`src/rtl/uart_rx.sv`:
```
// 8N1 UART receiver: two-flop line synchronizer, mid-bit sampling at a baud rate chosen by
// freq_control, and a valid/ack handoff of each received byte with frame-error and overrun flags.
module uart_rx (
    input  logic       uart_clock,
    input  logic       uart_reset,
    input  logic       uart_rx_in,
    input  logic [1:0] freq_control,
    input  logic       uart_rx_ack,
    output logic [7:0] uart_d_out,
    output logic       uart_rx_valid,
    output logic       uart_rx_frame_err,
    output logic       uart_rx_overrun
);

    typedef enum logic [1:0] {
        IDLE         = 2'd0,
        START_CHECK  = 2'd1,
        RECEIVE_DATA = 2'd2,
        STOP_CHECK   = 2'd3
    } state_t;

    function automatic logic [15:0] pulse_duration(input logic [1:0] sel);
        logic [15:0] pd;
        case (sel)
            2'b00:   pd = 16'd5208;
            2'b01:   pd = 16'd434;
            2'b10:   pd = 16'd50;
            default: pd = 16'd12;
        endcase
        return pd;
    endfunction

    state_t      state_q, state_d;
    logic        sync1_q, sync1_d;
    logic        rx_s_q, rx_s_d;
    logic        rx_d_q, rx_d_d;
    logic [15:0] clk_cnt_q, clk_cnt_d;
    logic [2:0]  bit_cnt_q, bit_cnt_d;
    logic [7:0]  shift_q, shift_d;
    logic [15:0] pd_q, pd_d;
    logic [7:0]  d_out_q, d_out_d;
    logic        valid_q, valid_d;
    logic        frame_err_q, frame_err_d;
    logic        overrun_q, overrun_d;

    logic        start_edge;
    logic [15:0] half_pd;

    assign start_edge = rx_d_q & ~rx_s_q;
    assign half_pd    = {1'b0, pd_q[15:1]};

    always_comb begin
        sync1_d     = uart_rx_in;
        rx_s_d      = sync1_q;
        rx_d_d      = rx_s_q;
        state_d     = state_q;
        clk_cnt_d   = clk_cnt_q;
        bit_cnt_d   = bit_cnt_q;
        shift_d     = shift_q;
        pd_d        = pd_q;
        d_out_d     = d_out_q;
        valid_d     = valid_q;
        frame_err_d = 1'b0;
        overrun_d   = overrun_q;

        if (valid_q && uart_rx_ack) begin
            valid_d   = 1'b0;
            overrun_d = 1'b0;
        end

        case (state_q)
            IDLE: begin
                if (start_edge) begin
                    clk_cnt_d = 16'd0;
                    pd_d      = pulse_duration(freq_control);
                    state_d   = START_CHECK;
                end
            end
            START_CHECK: begin
                if (clk_cnt_q == half_pd) begin
                    // A line that is high again at mid start bit was a glitch.
                    if (!rx_s_q) begin
                        clk_cnt_d = 16'd0;
                        bit_cnt_d = 3'd0;
                        state_d   = RECEIVE_DATA;
                    end else begin
                        state_d = IDLE;
                    end
                end else begin
                    clk_cnt_d = clk_cnt_q + 16'd1;
                end
            end
            RECEIVE_DATA: begin
                if (clk_cnt_q == pd_q) begin
                    shift_d   = {rx_s_q, shift_q[7:1]};
                    clk_cnt_d = 16'd0;
                    bit_cnt_d = bit_cnt_q + 3'd1;
                    if (bit_cnt_q == 3'd7) begin
                        state_d = STOP_CHECK;
                    end
                end else begin
                    clk_cnt_d = clk_cnt_q + 16'd1;
                end
            end
            STOP_CHECK: begin
                if (clk_cnt_q == pd_q) begin
                    // Leave mid stop bit so a back-to-back start edge is not missed.
                    state_d   = IDLE;
                    clk_cnt_d = 16'd0;
                    if (rx_s_q) begin
                        if (!valid_q || uart_rx_ack) begin
                            d_out_d = shift_q;
                            valid_d = 1'b1;
                        end else begin
                            overrun_d = 1'b1;
                        end
                    end else begin
                        frame_err_d = 1'b1;
                    end
                end else begin
                    clk_cnt_d = clk_cnt_q + 16'd1;
                end
            end
            default: begin
                state_d = IDLE;
            end
        endcase
    end

    always_ff @(posedge uart_clock or negedge uart_reset) begin
        if (!uart_reset) begin
            sync1_q     <= 1'b1;
            rx_s_q      <= 1'b1;
            rx_d_q      <= 1'b1;
            state_q     <= IDLE;
            clk_cnt_q   <= 16'd0;
            bit_cnt_q   <= 3'd0;
            shift_q     <= 8'd0;
            pd_q        <= 16'd0;
            d_out_q     <= 8'd0;
            valid_q     <= 1'b0;
            frame_err_q <= 1'b0;
            overrun_q   <= 1'b0;
        end else begin
            sync1_q     <= sync1_d;
            rx_s_q      <= rx_s_d;
            rx_d_q      <= rx_d_d;
            state_q     <= state_d;
            clk_cnt_q   <= clk_cnt_d;
            bit_cnt_q   <= bit_cnt_d;
            shift_q     <= shift_d;
            pd_q        <= pd_d;
            d_out_q     <= d_out_d;
            valid_q     <= valid_d;
            frame_err_q <= frame_err_d;
            overrun_q   <= overrun_d;
        end
    end

    assign uart_d_out        = d_out_q;
    assign uart_rx_valid     = valid_q;
    assign uart_rx_frame_err = frame_err_q;
    assign uart_rx_overrun   = overrun_q;

endmodule

```
`config.mk`:
```
export PLATFORM = sky130hd
export DESIGN_NAME = uart_rx
export DESIGN_NICKNAME = d
export VERILOG_FILES = /design/src/rtl/uart_rx.sv
export SDC_FILE = /design/constraint.sdc
export NUM_CORES = 1
export LEC_CHECK = 0
export BUFFER_PORTS_ARGS = -buffer_cell sky130_fd_sc_hd__buf_2
export CAP_MARGIN = 20
export CORE_MARGIN = 8
export CORE_UTILIZATION = 60
export CTS_CLUSTER_SIZE = 16
export DETAILED_ROUTE_END_ITERATION = 6
export PLACE_DENSITY = 0.9
export SLEW_MARGIN = 20
export SYNTH_ARGS = -nofsm -noshare
export SYNTH_HDL_FRONTEND = slang
export SYNTH_SLANG_ARGS = --single-unit
```
`constraint.sdc`:
```
create_clock -name uart_clock -period 2.7 [get_ports uart_clock]
set_input_delay 0.135 -clock uart_clock [delete_from_list [all_inputs] [get_ports uart_clock]]
set_output_delay 0.135 -clock uart_clock [all_outputs]
set_load 0.005 [all_outputs]
```
==> flow_summary.json, run 1 <==
{
  "worst_max_slew_pin_slew_ns": 1.01,
  "finish.instance_area_mm2": 0.00288,
  "pwr-share-comb_pct": 34.6,
  "yosys.area.top_type": "dfrtp_1",
  "timing.critical_path.cells": "and4_1 > o211ai_1 > nor4_1 > nor2_1 > o221ai_1",
  "htreeDepth": 2,
  "routed_wire_length_per_instance_um": 18.0,
  "insertedDiodeCount": 0,
  "power.share.clock_pct": 19.9,
  "synth.yosys.warnings": 0,
  "gr_overflow_total": 0,
  "floorplan.io_pins": 17,
  "grt_most_used_layer": "met2",
  "postPlaceCellArea_mm2": 0.00276,
  "critPathArrivalTime_ns": 2.43,
  "syn_inst": 246,
  "setup_violators_final": 0,
  "timing.hold.worst.start": "uart_rx_ack",
  "maxClockFrequency_mhz": 438,
  "crit_fanout": 14,
  "cp-start-kind": "register",
  "synth_commonest_cells": "dfrtp_1 (46), inv_1 (18), nor3_1 (12)",
  "post-synth-top-area-fraction_pct": 42.6,
  "timing.reg2reg.setup_slack_ns": 0.42,
  "worst_hold_path.endpoint": "uart_rx_overrun",
  "maxCapViolations": 0,
  "die-height_um": 83.1,
  "number_of_antenna_violations_at_the_first_check_in_global_routing": 0,
  "layout_worst_path_cycle_share_pct": 84.6,
  "cp_data_required_time_ns": 2.85,
  "setup_repair_after_global_routing_missed_its_margin": "false",
  "setup.worst_path.end_class": "register",
  "grt_first_pass_wirelength_mm": 9.55,
  "ff_to_ff_path_depth": 5,
  "postSynthRegisterBits": 49,
  "finClkSkew_ns": 0.0103,
  "grt_pass1_vias": 1915,
  "yosys.cell_count.top_type": "dfrtp_1",
  "netSwitchingPower_mw": 0.882,
  "powerDensity_mw_per_mm2": 761,
  "reg2reg_to": "clk_cnt_q[2]",
  "run_status": "finished clean",
  "rows": 24,
  "clock-sinks": 49,
  "postSynth.topFlopCell": "dfrtp_1",
  "worstSetupPathType": "register to register",
  "design.die.area_mm2": 0.00691,
  "start_util_pct": 62.0,
  "post-route-min-period_ns": 2.28,
  "global_route.usage.met1_pct": 21.2,
  "die-width_um": 83.1,
  "synth_seq_area_share_pct": 45.5,
  "areaGrowthSynthToFinish_pct": 6.44,
  "drt_drc": 0,
  "maxSlewViolCount": 0,
  "p_leak_nw": 1.32,
  "timing.critical_path.max_delay_family": "simple AND/OR/NAND/NOR gates",
  "overall_fraction_of_global_route_tracks_in_use_pct": 16.3,
  "hold_class": "input port to register",
  "post_synth_edffs": 0,
  "rr_startpoint": "clk_cnt_q[9]",
  "cp_slowest_stage_delay_ns": 0.78,
  "power.share.sequential_pct": 45.4,
  "asyncSetResetFlopFracSynth_pct": 100,
  "route.detailed.vias_per_inst": 6.44,
  "placement.io_buffers": 16,
  "detailedRoute.firstIterationViolations": 182,
  "route.vias.total": 2004,
  "post_cts_buffers": 0,
  "critical_path_buf_inv_count": 0,
  "antenna_left": 0,
  "mappedNetlistArea_mm2": 0.00270,
  "fin_setup_tns_ns": 0,
  "tritoncts": "yes",
  "internal-power_mw": 1.31,
  "critical_path_slowest_stage_cell": "nor2_1",
  "clock_tree.root_cell": "clkbuf_8",
  "fin_nets": 270,
  "grt_max_degree": 50,
  "power.switching_fraction_pct": 40.3,
  "use_met3_pct": 2.05,
  "tritoncts.num_buffers": 5,
  "timing.max_slew.rel_slack_pct": 32.5,
  "count_of_cell_types_in_the_netlist": 54,
  "groute.layer.met2.usage_pct": 26.4,
  "ctsLongestPathBuffers": 2,
  "dp.final_hpwl_mm": 3.74,
  "worst_vdd_ir_mv": 0.609,
  "hold-path-cell-count": 2,
  "postRouteWirelength_mm": 5.61,
  "clkTransAtPathRegs_ns": 0.10,
  "layout-drive-gt1-share_pct": 21.2,
  "avgSynthCellArea_um2": 11.0,
  "detail_route.first_pass.iterations": 5,
  "synthTopCellsByArea": "dfrtp_1 (43%), mux2_4 (4.4%), dfstp_2 (2.9%)",
  "final_core_util_pct": 66.0,
  "design.core.area_mm2": 0.00435,
  "place_congestion": 0.892,
  "final_hold_viol_count": 0,
  "clock_insertion_delay_worst_skew_ns": 0.31,
  "total_nets_after_synthesis": 258,
  "nFillCells": 303
}
[area by class of cell]
class / instances / area [um2] / share of cell area (%)
Clock buffer: 5 / 68.8 / 2.39
Clock inverter: 3 / 21.3 / 0.740
Inverter: 18 / 67.6 / 2.35
Multi-Input combinational cell: 165 / 1310 / 45.6
Sequential cell: 49 / 1230 / 42.8
Tap cell: 52 / 65.1 / 2.26
Timing Repair Buffer: 19 / 110 / 3.83
[per-stage QoR]
step,cells,worst slack (ns),hold WS (ns),total power [mW]
5_1_grt,311,0.294,0.0108,2.29
3_3_place_gp,301,0.573,0.240,1.70
2_1_floorplan,246,0.654,-0.161,1.56
3_5_place_dp,301,0.483,0.242,1.73
4_1_cts,310,0.471,0.000188,2.17
6_report,311,0.415,0.00757,2.19
[cells by family after synthesis]
group                      Yosys count  synth area share, %
AOI/OAI and AO/OA                   57                 14.2
muxes                               23                 10.6
and+or+nand+nor                     69                 17.2
buffers and inverters               32                 5.88
adders and majority gates            6                 2.78
xor gates and xnor gates            10                 3.80
DFF                                 49                 45.5
[placed cells by master (no fill, tap or decap), types with 3 or more instances in the layout]
| cell type | n |
|---|---|
| dfrtp_1 | 46 |
| inv_1 | 18 |
| buf_2 | 15 |
| nor3_1 | 12 |
| o21ai_1 | 11 |
| nor2_1 | 10 |
| o22ai_1 | 10 |
| and3_1 | 9 |
| a21oi_1 | 9 |
| xnor2_1 | 8 |
| mux2_4 | 8 |
| mux2_1 | 7 |
| nand3_1 | 6 |
| nand2_1 | 6 |
| ha_1 | 6 |
| o211ai_1 | 5 |
| mux2_2 | 5 |
| clkbuf_8 | 5 |
| and4_1 | 3 |
| o221ai_1 | 3 |
| mux2i_1 | 3 |
| nand4_1 | 3 |
| o311ai_0 | 3 |
| o21ai_0 | 3 |
| dfstp_2 | 3 |
[power groups by stage]
| stage | clock network (mW) | registers, mW | logic (mW) |
|---|---|---|---|
| 2_1_floorplan | 0 | 0.950 | 0.612 |
| 3_3_place_gp | 0 | 0.990 | 0.710 |
| 3_5_place_dp | 0 | 0.998 | 0.736 |
| 4_1_cts | 0.443 | 0.985 | 0.740 |
| 5_1_grt | 0.460 | 1.01 | 0.819 |
| 6_report | 0.436 | 0.993 | 0.758 |
[how the worst max path moves through the flow]
stage                 startpoint            to  slack [ns]  cells past startpoint
global placement    clk_cnt_q[2]    shift_q[6]        0.57                      5
detailed placement  clk_cnt_q[9]  clk_cnt_q[2]        0.48                      5
CTS                 clk_cnt_q[9]  clk_cnt_q[2]        0.47                      5
global route        clk_cnt_q[9]  clk_cnt_q[9]        0.29                      5
floorplan           clk_cnt_q[9]    shift_q[0]        0.65                      7
finish              clk_cnt_q[9]  clk_cnt_q[2]        0.42                      5
[repair_timing]
action                    CTS  global route
gates resized for setup     0             0
hold endpoints to repair    1            46
hold buffers                1             1
[metal layers]
layer	vias to the layer above	wire, um
met3	17	322
met1	969	2430
met4	0	145
met5	-	0
li1	928	-
met2	90	2710
[registers in the layout (all words and copies together) (netlist names), named ones only]
register and flops:
clk_cnt_q 16, shift_q 8, uart_d_out 8, pd_q 6
bit_cnt_q 3, rx_d_d 1, rx_d_q 1, rx_s_d 1
state_q 1, uart_rx_frame_err 1, uart_rx_overrun 1, uart_rx_valid 1
Note: power is estimated with default switching activity, not from simulation.
==> run 2, diff against run 1 <==
Settings changed: CORE_UTILIZATION 60 to 54, PLACE_DENSITY 0.9 to 0.86.
Clock period 2.7 ns to 2 ns, I/O delays scaled along.
==> run 2 against run 1 <==
Against the previous run: the flow now finishes with violations (setup timing); design area grew 19%; sequential power grew 36%; via count grew 19%; wire length grew 51%; sequential share of layout area shrank 6.6 points; core utilization grew 5.5 points; combinational power grew 140%; clock skew grew 0.0029 ns; die area grew 8.9%; final cell count grew 18%; register-to-register slack lost 0.70 ns; sequential cell count is the same.
==> flow_summary.json, run 2 (synthesis results as in run 1) <==
{
  "grt_most_used_layer": "met2",
  "worst_max_slew_pin_slew_ns": 0.536,
  "layout-drive-gt1-share_pct": 42.7,
  "clkTransAtPathRegs_ns": 0.10,
  "drt_drc": 0,
  "most_common_cell_after_layout_fill_and_taps_aside": "dfrtp_1",
  "placement.io_buffers": 16,
  "clock-sinks": 49,
  "setup.worst_path.end_class": "register",
  "tritoncts": "yes",
  "rr_startpoint": "clk_cnt_q[8]",
  "tritoncts.num_buffers": 5,
  "critPathArrivalTime_ns": 2.48,
  "critPathLaunch": "clk_cnt_q[8]",
  "crit_fanout": 8,
  "insertedDiodeCount": 0,
  "timing.reg2reg.setup_slack_ns": -0.28,
  "die-height_um": 86.7,
  "pre_cts_ws_ns": -0.102,
  "postPlaceCellArea_mm2": 0.00301,
  "finClkSkew_ns": 0.0132,
  "route.vias.total": 2389,
  "ctsLongestPathBuffers": 2,
  "final_hold_viol_count": 0,
  "grt_first_pass_wirelength_mm": 11.4,
  "run_status": "complete, but fails checks",
  "rows": 25,
  "hold_class": "input port to register",
  "design.die.area_mm2": 0.00752,
  "overall_fraction_of_global_route_tracks_in_use_pct": 19.0,
  "finish.instance_area_mm2": 0.00343,
  "maxCapViolations": 0,
  "powerDensity_mw_per_mm2": 1100,
  "gr_overflow_total": 0,
  "floorplan.io_pins": 17,
  "clock_insertion_delay_worst_skew_ns": 0.31,
  "fin_nets": 311,
  "design.core.area_mm2": 0.00479,
  "fin_setup_tns_ns": -5.66,
  "global_route.usage.met1_pct": 22.0,
  "failed_checks": "setup timing",
  "maxClockFrequency_mhz": 438,
  "regMostFlops": "clk_cnt_q",
  "timing.max_slew.rel_slack_pct": 64.3,
  "antenna_left": 0,
  "start_util_pct": 56.4,
  "cp_data_required_time_ns": 2.20,
  "clock_tree.root_cell": "clkbuf_8",
  "detailedRoute.firstIterationViolations": 333,
  "groute.layer.met2.usage_pct": 31.9,
  "largest_register_ff_count": 16,
  "p_leak_nw": 1.61,
  "dp.final_hpwl_mm": 4.58,
  "grt_pass1_vias": 2342,
  "areaGrowthSynthToFinish_pct": 26.8,
  "timing.critical_path.to": "uart_d_out[4]",
  "htreeDepth": 2,
  "die-width_um": 86.7,
  "route.detailed.vias_per_inst": 6.51,
  "detail_route.first_pass.iterations": 4,
  "worstSetupPathType": "register to register",
  "routed_wire_length_per_instance_um": 23.1,
  "number_of_antenna_violations_at_the_first_check_in_global_routing": 0,
  "most-common-layout-cells": "dfrtp_1 (39), buf_4 (34), inv_1 (18), mux2_4 (16), buf_2 (16)",
  "cp-start-kind": "register",
  "worst_vdd_ir_mv": 0.880,
  "setup_violators_final": 37,
  "grt_max_degree": 24,
  "place_congestion": 0.872,
  "fin_ws_ns": -0.281,
  "use_met3_pct": 3.59,
  "post-route-min-period_ns": 2.28,
  "setup_repair_after_global_routing_missed_its_margin": "true",
  "reg2reg_to": "uart_d_out[4]",
  "maxSlewViolCount": 0,
  "layout_worst_path_cycle_share_pct": 114,
  "ff_to_ff_path_depth": 6,
  "postRouteWirelength_mm": 8.49
}
run 2: cell types whose count changed in the layout (fill, tap and decap cells not counted), moves of 3 or more:
cell	change
dfrtp_2	+7
o311ai_0	-3
dfrtp_1	-7
o22ai_1	-5
buf_6	+7
o22ai_2	+5
nor3_4	+3
o311ai_2	+3
mux2_4	+8
nor3_1	-3
buf_4	+32
mux2_1	-7
run 2: worst min path at each step:
stage	from	endpoint	slack [ns]	cells past startpoint
2_1_floorplan	uart_reset	asynchronous set/reset pin	-0.20	0
5_1_grt	freq_control[1]	pd_q[4]	0.18	3
3_3_place_gp	uart_reset	clk_cnt_q[6]	0.10	1
3_5_place_dp	uart_reset	clk_cnt_q[6]	0.11	1
4_1_cts	freq_control[1]	pd_q[4]	0.14	3
6_report	freq_control[1]	pd_q[4]	0.16	3
run 2: through the flow:
step	hold slack [ns]	power, mW	utilization (%)	std cells
3_5_place_dp	0.107	2.61	63.0	347
2_1_floorplan	-0.196	2.11	-	246
4_1_cts	0.135	3.28	66.9	360
5_1_grt	0.183	3.89	71.6	367
6_report	0.160	3.77	71.6	367
3_3_place_gp	0.104	2.53	63.0	347
run 2: power breakdown:
part	leakage (nW)	switching, mW	internal (mW)
Clock	0.0481	0.365	0.249
Combinational	0.921	1.01	0.797
Sequential	0.641	0.219	1.13
run 2: worst max-delay path, cell delays in order, from the launching register on:
cell and delay (ns):
dfrtp_1 0.47, xnor2_1 0.29, nand3_2 0.18, buf_6 0.16
nor4_4 0.34, nand4_4 0.32, mux2_4 0.40
run 2: per-layer routing:
metal	share of wire [%]	vias to the layer above
met1	37	1164
li1	-	1004
met5	0	-
met4	5.3	0
met3	7.5	50
met2	50	171
run 2: what timing repair did:
item | in CTS | in global routing
endpoints found under the setup margin | 31 | 35
cloned | 0 | 1
hold buffers | 3 | 0
pin swaps | 3 | 18
hold endpoints to repair | 21 | 0
gates resized for setup | 11 | 44
setup buffers | 2 | 6
run 2: layout make-up:
cell class                      instances  area [um2]
Fill cell                             277        1360
Clock buffer                            5        68.8
Clock inverter                          3        22.5
Inverter                               18        67.6
Sequential cell                        49        1240
Timing Repair Buffer                   60         444
Multi-Input combinational cell        165        1500
Tap cell                               67        83.8
==> run 3, diff against run 2 <==
==> constraint.sdc (replaced) <==
create_clock -name uart_clock -period 2 [get_ports uart_clock]
set_input_delay 0.2 -clock uart_clock [delete_from_list [all_inputs] [get_ports uart_clock]]
set_output_delay 0.2 -clock uart_clock [all_outputs]
set_load 0.005 [all_outputs]
==> run 3 against run 2 <==
Against the previous run: the run still ends with setup timing left; sequential power is essentially flat; sequential cell count is the same; first-iteration DRC count shrank 3.9%; global-route usage grew 0.65 points; design area shrank 2.0%; setup slack gained 0.17 ns; clock skew shrank 0.00086 ns.
==> flow_summary.json, run 3 (synthesis results as in run 1) <==
{
  "cp-start-kind": "register",
  "layout_worst_path_cycle_share_pct": 106,
  "tritoncts.num_buffers": 5,
  "setup.worst_path.end_class": "register",
  "design.die.area_mm2": 0.00752,
  "fin_ws_ns": -0.115,
  "gr_overflow_total": 0,
  "most_common_cell_after_layout_fill_and_taps_aside": "dfrtp_1",
  "powerDensity_mw_per_mm2": 1080,
  "postRouteWirelength_mm": 8.16,
  "run_status": "complete, but fails checks",
  "number_of_antenna_violations_at_the_first_check_in_global_routing": 0,
  "cp_slowest_stage_delay_ns": 0.50,
  "die-height_um": 86.7,
  "timing.max_slew.rel_slack_pct": 64.0,
  "post-route-min-period_ns": 2.12,
  "floorplan.io_pins": 17,
  "detailedRoute.firstIterationViolations": 320,
  "worst_vdd_ir_mv": 0.968,
  "grt_first_pass_wirelength_mm": 11.4,
  "critical_path_slowest_stage_cell": "dfrtp_2",
  "detail_route.first_pass.iterations": 5,
  "worst_max_slew_pin_slew_ns": 0.539,
  "final_hold_viol_count": 0,
  "worstSetupPathType": "register to register",
  "hold-worst-slack_ns": 0.0909,
  "finClkSkew_ns": 0.0123,
  "start_util_pct": 56.4,
  "layout-drive-gt1-share_pct": 41.0,
  "areaGrowthSynthToFinish_pct": 24.2,
  "maxCapViolations": 0,
  "maxClockFrequency_mhz": 473,
  "route.detailed.vias_per_inst": 6.48,
  "nFillCells": 294,
  "overall_fraction_of_global_route_tracks_in_use_pct": 19.7,
  "routedLengthMet1_mm": 3.09,
  "postPlaceCellArea_mm2": 0.00300,
  "design.core.area_mm2": 0.00479,
  "amount_of_wire_on_met3_after_detailed_routing_um": 535,
  "drt_drc": 0,
  "setup_violators_final": 22,
  "clkTransAtPathRegs_ns": 0.11,
  "fin_setup_tns_ns": -1.38,
  "timing.critical_path.cells": "xnor2_4 > o211ai_1 > buf_4 > o31a_1 > buf_6 > o211ai_1 > o221ai_1",
  "dp.final_hpwl_mm": 4.47,
  "p_leak_nw": 1.57,
  "htreeDepth": 2,
  "critical-path-top-cell-by-count": "o211ai_1",
  "routed_wire_length_per_instance_um": 22.5,
  "fin_nets": 306,
  "ctsLongestPathBuffers": 2,
  "route.vias.total": 2344,
  "insertedDiodeCount": 0,
  "antenna_left": 0,
  "maxSlewViolCount": 0,
  "stdcell_count": 362,
  "placement.io_buffers": 16,
  "clock_tree.root_cell": "clkbuf_8",
  "rows": 25,
  "finish.instance_area_mm2": 0.00336,
  "tritoncts": "yes",
  "final_core_util_pct": 70.1,
  "dpl.cell_count": 345,
  "cp_data_required_time_ns": 2.17,
  "setup_repair_after_global_routing_missed_its_margin": "true",
  "clock-sinks": 49,
  "crit_fanout": 14,
  "grt_max_degree": 24,
  "clock_insertion_delay_worst_skew_ns": 0.32,
  "hold_class": "input port to register",
  "largest_register_ff_count": 16,
  "met2WireLength_mm": 4.06,
  "failed_checks": "setup timing",
  "most-common-layout-cells": "dfrtp_1 (39), buf_4 (32), inv_1 (18), buf_2 (16), mux2_4 (14)",
  "die-width_um": 86.7,
  "highest_layer": "met4",
  "grt_pass1_vias": 2230,
  "regMostFlops": "clk_cnt_q",
  "critPathArrivalTime_ns": 2.29,
  "place_congestion": 0.935
}
run 3: cell types whose count changed in the layout (fill, tap and decap cells not counted), moves of 3 or more:
| cell | delta |
|---|---|
| o22ai_2 | -4 |
| buf_6 | -3 |
| o22ai_1 | +4 |
| xnor2_1 | -6 |
| xnor2_2 | +5 |
run 3: final cells by class:
class	instances	area, um2	share of cell area, %
multi-input cells	165	1470	43.7
flip-flops and latches	49	1240	36.9
repair buffers	55	405	12.1
well taps	67	83.8	2.50
clock buffers	5	68.8	2.05
inverters	18	67.6	2.01
clock inverters	3	26.3	0.783
run 3: final timing paths:
kind | cells past startpoint | startpoint | endpoint | slack, ns
max | 7 | pd_q[8] | clk_cnt_q[2] | -0.12
min | 2 | uart_rx_ack | uart_rx_overrun | 0.09
max reg2reg | 7 | pd_q[8] | clk_cnt_q[2] | -0.12
min reg2reg | 0 | rx_s_d | rx_d_d | 0.36
max in group asynchronous | 3 | uart_reset | rx_d_q | 0.94
min in group asynchronous | 2 | uart_reset | uart_d_out[5] | 0.40
run 3: worst max-delay path, delay by kind of cell (launching register included):
family          cells  cell delay, ns
compound gates      4            0.86
xor+xnor            1            0.24
buf+inv             2            0.35
flops               1            0.50
run 3: what timing repair did:
action | 4_1_cts | 5_1_grt
resized for setup | 15 | 26
setup endpoints to repair | 27 | 36
endpoints found under the hold margin | 20 | 0
setup buffers | 3 | 5
hold buffers | 2 | 0
pin swaps | 7 | 10
run 3: metal layers:
metal  vias up  GRT usage, %
met3        45          3.69
li1        997             -
met4         0          8.92
met1      1156          23.9
met5         -             0
met2       146          32.9
run 3: where the power goes:
group | leakage (nW) | switching, mW | total (mW) | internal, mW
sequential | 0.641 | 0.220 | 1.35 | 1.13
clock | 0.0423 | 0.380 | 0.635 | 0.255
combinational | 0.890 | 0.888 | 1.64 | 0.750
run 3: stage by stage:
stage | total power, mW | worst slack [ns]
global route | 3.74 | -0.160
CTS | 3.30 | -0.0163
global placement | 2.52 | -0.0256
finish | 3.62 | -0.115
floorplan | 2.11 | -0.0428
detailed placement | 2.56 | -0.0411
